==> src/rtl/router_input_requester_if.sv <==
// router_input_requester_if: flit, request and grant buses between link receivers, requester, arbiter and crossbar.
// REQ_STARVE_CNT_EN adds the per-port starve flags.
interface router_input_requester_if #(
  parameter int IN_PORTS      = 5,
  parameter int OUT_PORT_BITS = 3,
  parameter int FLIT_WIDTH    = 32
);
  logic [IN_PORTS-1:0]               in_valid, in_ready, requests, grants, out_valid;
  logic [IN_PORTS*FLIT_WIDTH-1:0]    in_data, out_data;
  logic [IN_PORTS*OUT_PORT_BITS-1:0] req_ports, out_port;
`ifdef REQ_STARVE_CNT_EN
  logic [IN_PORTS-1:0]               starve;
  modport slave (input in_valid, in_data, grants,
                 output in_ready, requests, req_ports, out_valid, out_data, out_port, starve);
  modport master (output in_valid, in_data, grants,
                  input in_ready, requests, req_ports, out_valid, out_data, out_port, starve);
`else
  modport slave (input in_valid, in_data, grants,
                 output in_ready, requests, req_ports, out_valid, out_data, out_port);
  modport master (output in_valid, in_data, grants,
                  input in_ready, requests, req_ports, out_valid, out_data, out_port);
`endif
endinterface

==> src/rtl/router_input_requester.sv <==
// router_input_requester: per-port wormhole flit FIFOs with request/grant handshake toward the output arbiter.
// Define REQ_STARVE_CNT_EN for per-port saturating starvation counters and starve flags.
module router_input_requester #(
  parameter int IN_PORTS      = 5,
  parameter int OUT_PORT_BITS = 3,
  parameter int FLIT_WIDTH    = 32,
  parameter int FIFO_DEPTH    = 4,
  parameter int PTR_BITS      = $clog2(FIFO_DEPTH)
) (
  input logic clk,
  input logic reset,
  router_input_requester_if.slave bus
);
  typedef enum logic [1:0] {IDLE, ROUTE, ACTIVE} state_e;
  localparam logic [PTR_BITS:0] DEPTH = (PTR_BITS+1)'(FIFO_DEPTH);
  for (genvar g = 0; g < IN_PORTS; g++) begin : g_port
    logic [FLIT_WIDTH-1:0]    mem_q [FIFO_DEPTH];
    logic [FLIT_WIDTH-1:0]    front;
    logic [PTR_BITS-1:0]      wr_q, rd_q;
    logic [PTR_BITS:0]        cnt_q, cnt_d;
    logic [OUT_PORT_BITS-1:0] route_q;
    state_e                   state_q;
    logic                     outst_q, ready, wr, fire, drop, pop, req, head, tail;
    assign front = mem_q[rd_q];
    assign head  = front[FLIT_WIDTH-1];
    assign tail  = front[FLIT_WIDTH-2];
    assign ready = cnt_q < DEPTH;
    assign wr    = bus.in_valid[g] & ready;
    assign fire  = bus.grants[g] & outst_q & (state_q == ACTIVE);
    assign drop  = (state_q == IDLE) & (cnt_q != '0) & ~head;
    assign pop   = fire | drop;
    // counting the outstanding flit keeps every grant backed by a buffered flit and stops requests past the tail
    assign req   = (state_q == ACTIVE) & (cnt_q > {{PTR_BITS{1'b0}}, outst_q}) & ~(outst_q & tail);
    assign cnt_d = cnt_q + (PTR_BITS+1)'(wr) - (PTR_BITS+1)'(pop);
    assign bus.in_ready[g]  = ready;
    assign bus.requests[g]  = req;
    assign bus.out_valid[g] = fire;
    assign bus.req_ports[g*OUT_PORT_BITS +: OUT_PORT_BITS] = route_q;
    assign bus.out_port[g*OUT_PORT_BITS +: OUT_PORT_BITS]  = fire ? route_q : '0;
    assign bus.out_data[g*FLIT_WIDTH +: FLIT_WIDTH]        = fire ? front : '0;
    always_ff @(posedge clk)
      if (wr) mem_q[wr_q] <= bus.in_data[g*FLIT_WIDTH +: FLIT_WIDTH];
    always_ff @(posedge clk or negedge reset) begin
      if (!reset) begin
        wr_q    <= '0;
        rd_q    <= '0;
        cnt_q   <= '0;
        outst_q <= 1'b0;
        route_q <= '0;
        state_q <= IDLE;
      end else begin
        wr_q    <= wr_q + PTR_BITS'(wr);
        rd_q    <= rd_q + PTR_BITS'(pop);
        cnt_q   <= cnt_d;
        outst_q <= req;
        state_q <= state_q == IDLE  ? ((cnt_q != '0 && head) ? ROUTE : IDLE) :
                   state_q == ROUTE ? ACTIVE :
                   (fire && tail)   ? IDLE : ACTIVE;
        if (state_q == ROUTE) route_q <= front[FLIT_WIDTH-3 -: OUT_PORT_BITS];
      end
    end
`ifdef REQ_STARVE_CNT_EN
    logic [7:0] stv_q;
    always_ff @(posedge clk or negedge reset) begin
      if (!reset) stv_q <= '0;
      else stv_q <= (bus.grants[g] || state_q != ACTIVE) ? 8'd0 :
                    (req && stv_q != 8'hff)              ? stv_q + 8'd1 : stv_q;
    end
    assign bus.starve[g] = &stv_q;
`endif
  end
endmodule

==> src/flat_wrapper.sv <==
// flat-port wrapper written by rule: the top's interface ports become plain ports
module router_input_requester_flat 
#(
  parameter int IN_PORTS      = 5,
  parameter int OUT_PORT_BITS = 3,
  parameter int FLIT_WIDTH    = 32,
  parameter int FIFO_DEPTH    = 4,
  parameter int PTR_BITS      = $clog2(FIFO_DEPTH)
)
  (clk, reset, bus_in_valid, bus_in_data, bus_grants, bus_in_ready, bus_requests, bus_req_ports, bus_out_valid, bus_out_data, bus_out_port);
  router_input_requester_if #(.IN_PORTS(IN_PORTS), .OUT_PORT_BITS(OUT_PORT_BITS), .FLIT_WIDTH(FLIT_WIDTH)) bus_i ();
  input logic clk;
  input logic reset;
  input wire logic [$bits(bus_i.in_valid)-1:0] bus_in_valid;
  input wire logic [$bits(bus_i.in_data)-1:0] bus_in_data;
  input wire logic [$bits(bus_i.grants)-1:0] bus_grants;
  output wire logic [$bits(bus_i.in_ready)-1:0] bus_in_ready;
  output wire logic [$bits(bus_i.requests)-1:0] bus_requests;
  output wire logic [$bits(bus_i.req_ports)-1:0] bus_req_ports;
  output wire logic [$bits(bus_i.out_valid)-1:0] bus_out_valid;
  output wire logic [$bits(bus_i.out_data)-1:0] bus_out_data;
  output wire logic [$bits(bus_i.out_port)-1:0] bus_out_port;
  assign bus_i.in_valid = bus_in_valid;
  assign bus_i.in_data = bus_in_data;
  assign bus_i.grants = bus_grants;
  assign bus_in_ready = bus_i.in_ready;
  assign bus_requests = bus_i.requests;
  assign bus_req_ports = bus_i.req_ports;
  assign bus_out_valid = bus_i.out_valid;
  assign bus_out_data = bus_i.out_data;
  assign bus_out_port = bus_i.out_port;
  router_input_requester #(.IN_PORTS(IN_PORTS), .OUT_PORT_BITS(OUT_PORT_BITS), .FLIT_WIDTH(FLIT_WIDTH), .FIFO_DEPTH(FIFO_DEPTH), .PTR_BITS(PTR_BITS)) u_core (.clk(clk), .reset(reset), .bus(bus_i));
endmodule
==> config.mk <==
export PLATFORM = sky130hd
export DESIGN_NAME = router_input_requester_flat
export DESIGN_NICKNAME = d
export VERILOG_FILES = /design/src/rtl/router_input_requester_if.sv /design/src/rtl/router_input_requester.sv /design/src/flat_wrapper.sv
export SDC_FILE = /design/constraint.sdc
export NUM_CORES = 1
export LEC_CHECK = 0
export CAP_MARGIN = 20
export CORE_MARGIN = 5
export CORE_UTILIZATION = 55
export CTS_BUF_LIST = sky130_fd_sc_hd__clkbuf_4
export CTS_CLUSTER_DIAMETER = 50
export DETAILED_ROUTE_END_ITERATION = 6
export PLACE_DENSITY_LB_ADDON = 0.3
export SYNTH_ARGS = -nofsm -noshare
export SYNTH_HDL_FRONTEND = slang
export SYNTH_SLANG_ARGS = --single-unit
==> constraint.sdc <==
create_clock -name clk -period 4.1 [get_ports clk]
set_input_delay 0.615 -clock clk [delete_from_list [all_inputs] [get_ports clk]]
set_output_delay 0.615 -clock clk [all_outputs]
set_load 0.02 [all_outputs]
==> out/metrics.yaml <==
route:
  finalWirelength_um: 56700
  drc_errors: 0
  avgRoutedWirePerCell_um: 21.6
  dr.first_iter.drc_count: 889
  drtPass1Iterations: 5
  vias: 14000
  postRouteAntennaNets: 0
  vias_per_cell: 5.33
timing:
  grt_setup_unrepaired: "no"
  finalMaxSlewViolations: 0
  tightest_slew_ns: 0.940
  hold_ws_ns: 0.291
  fin_crit_sh: 0.934
  fin_skew_ns: 0.0336
  hold_violations: 0
  fin_setup_tns_ns: 0
  period_needed_ns: 3.83
  relSlewSlack: 0.373
  setup_viol: 0
  fmax_ghz: 0.261
setup_path:
  startpoint: "u_core.g_port[3].rd_q[1]"
  crit_type: "reg2out"
  r2r_setup_slack_ns: 1.09
  cp_max_fo: 23
  crit_required_ns: 3.48
  r2r_cells: 9
  crit_path_end_kind: "primary output"
  cp-start-kind: "flop"
  rr_startpoint: "u_core.g_port[0].rd_q[0]"
  r2r-end: "u_core.g_port[0].cnt_q[2]"
  arrival_ns: 3.22
die:
  die_width_um: 234
  rows: 82
  io_pins: 377
  die-height_um: 234
  die_area_um2: 54600
  start_util: 0.552
  coreArea_um2: 49900
worst_hold_path:
  hp-class: "in2reg"
  hold_path_startpoint: "bus_in_data[138]"
  hold_depth: 1
  whs_endpoint: "u_core.g_port[4].mem_q[2][10]"
grt:
  track_usage: 0.210
  grt_start_max_net_pins: 66
  grt_pass1_vias: 15000
  antenna_found_initial: 10
  grt_overflow: 0
  grt_pass1_wl_um: 85600
place:
  dpl.hpwl_um: 36400
  gp_congestion: 0.750
  portBuffers: 376
  place_inst: 2302
power:
  sw_frac_of_total: 0.306
  p_per_area_nw_per_um2: 657
  peakVddDrop_uv: 377
  p_sw_mw: 6.88
  p_total_mw: 22.5
  power_frac_comb: 0.309
  p_leak_nw: 11.9
  power.internal_mw: 15.6
  clockPowerShare: 0.252
  seqPwrFrac: 0.439
logic_synthesis:
  ys_seq_area_frac: 0.757
  synth_compound_area_frac: 0.00659
  synth.area.mux_share: 0.137
  ys_top_cells_by_area: "edfxtp_1 (70%), mux4_2 (13%), dfrtp_1 (5.9%)"
  synth_top_area_share: 0.698
  synth-simple-area-share: 0.0561
  yosysWarnings: 0
  syn_inst: 1287
  synthAdderAreaFrac: 0.0173
  synth_area_um2: 27500
  ys_ff_latch: 705
  synth_area_leader_cell: "edfxtp_1"
  avgSynthCellArea_um2: 21.4
  synth_top_family_by_area: "multiplexers"
  ys_types: 27
  synth_xor_xnor_area_share: 0.00477
  synth_fp_nets: 1494
clocking:
  cts_tree: "built"
  numCtsBuffers: 174
  clock_latency_ns: 0.96
  cts-root-buf: "clkbuf_4"
  cts_sinks: 705
  clockBufferDepth: 3
  htreeDepth: 4
  clk_pin_slew_ns: 0.07
layout:
  drive_above_1_share: 0.262
  multiInputGateArea_um2: 6130
  num-fill-cells: 3207
  nets: 2016
  syn2layout_area_growth_pct: 24.4
  ff_latch_area_um2: 20900
  utilization: 0.687
  instances_no_fill: 2625
status:
  status: "finished clean"
flow_run:
  cap_violations: 0
cell type report:
| cell class | count | area share |
|---|---|---|
| sequential | 705 | 0.609 |
| tap | 672 | 0.0245 |
| clock inverter | 58 | 0.00865 |
| timing repair buffer | 416 | 0.119 |
| antenna | 7 | 0.000511 |
| inverter | 32 | 0.00350 |
| multi-input combinational | 480 | 0.179 |
| clock buffer | 255 | 0.0559 |
registers in the layout, summed over array words and instances (netlist names):
signal,cells
u_core.g_port.cnt_q,15
u_core.g_port.mem_q,640
u_core.g_port.outst_q,5
u_core.g_port.rd_q,10
u_core.g_port.route_q,15
u_core.g_port.state_q,10
u_core.g_port.wr_q,10
power by group through the flow:
| stage | logic (mW) | registers, mW | clock network [mW] |
|---|---|---|---|
| floorplan | 4.82 | 9.77 | 0 |
| global placement | 6.90 | 9.98 | 0 |
| detailed placement | 7.01 | 10.1 | 0 |
| CTS | 7.09 | 9.90 | 5.87 |
| global route | 7.50 | 10.0 | 6.28 |
| finish | 6.95 | 9.88 | 5.67 |
cell usage after synthesis, drive strengths merged:
library cell  instances
a2111oi               5
nor3                  5
fa                    5
nor3b                10
dfrtp                65
mux2                 15
mux4                160
nand2b                5
a21oi                 5
and3b                15
o41ai                 5
buf                  50
xor2                 12
and3                  5
xnor2                 3
nand4b                5
nor2                  5
ha                   30
edfxtp              640
clkbuf               20
nor2b                10
and2                180
inv                  32
routing by layer:
layer  wire [um]  vias to the layer above  GRT usage
li1            -                     6298          -
met1       22000                     7165      0.265
met2       29700                      457      0.338
met3        4250                       68     0.0837
met4         731                        8     0.0712
met5          50                        -          0
layout by cell type, fill, tap and decap left out, types with 8 or more instances in the layout:
master / Yosys / routed
edfxtp_1: 640 / 640
mux4_2: 160 / 160
clkbuf_4: 0 / 255
clkinv_1: 0 / 39
mux2_2: 15 / 15
and3b_1: 15 / 15
nor2b_1: 10 / 10
xor2_1: 12 / 12
buf_4: 25 / 36
and2_1: 175 / 175
ha_1: 30 / 30
inv_1: 32 / 32
clkdlybuf4s50_1: 0 / 372
dfrtp_1: 65 / 59
clkinv_2: 0 / 8
logic make-up after synthesis:
kind of cell	Yosys count
DFF	705
and+or+nand+nor	240
muxes	175
buffers and inverters	102
adders and majority gates	35
AOI/OAI and AO/OA	15
xor gates and xnor gates	15
metrics by stage:
| stage | instance area, um^2 | setup slack (ns) |
|---|---|---|
| floorplan | 27500 | 0.335 |
| global placement | 32000 | 0.842 |
| detailed placement | 32000 | 0.664 |
| CTS | 34200 | 0.0190 |
| global route | 34300 | 0.0341 |
| finish | 34300 | 0.269 |
worst max-delay path: stages (launching register included):
cell and delay [ns]:
dfrtp_1 0.70, buf_4 0.44, mux4_2 0.37, and2_1 0.17, clkdlybuf4s50_1 0.58
worst max-delay path by stage:
stage	to	cells after the start
2_1_floorplan	u_core.g_port[2].mem_q[0][0]	2
3_3_place_gp	bus_out_data[150]	5
3_5_place_dp	bus_out_data[139]	5
4_1_cts	bus_out_data[74]	4
5_1_grt	bus_out_data[134]	4
6_report	bus_out_data[125]	4
repair_timing:
action	4_1_cts	5_1_grt
hold buffers	1	0
setup buffers	2	0
endpoints found under the hold margin	65	0
endpoints found under the setup margin	70	14
gates resized for setup	10	4
(Power assumes the default switching activity.)
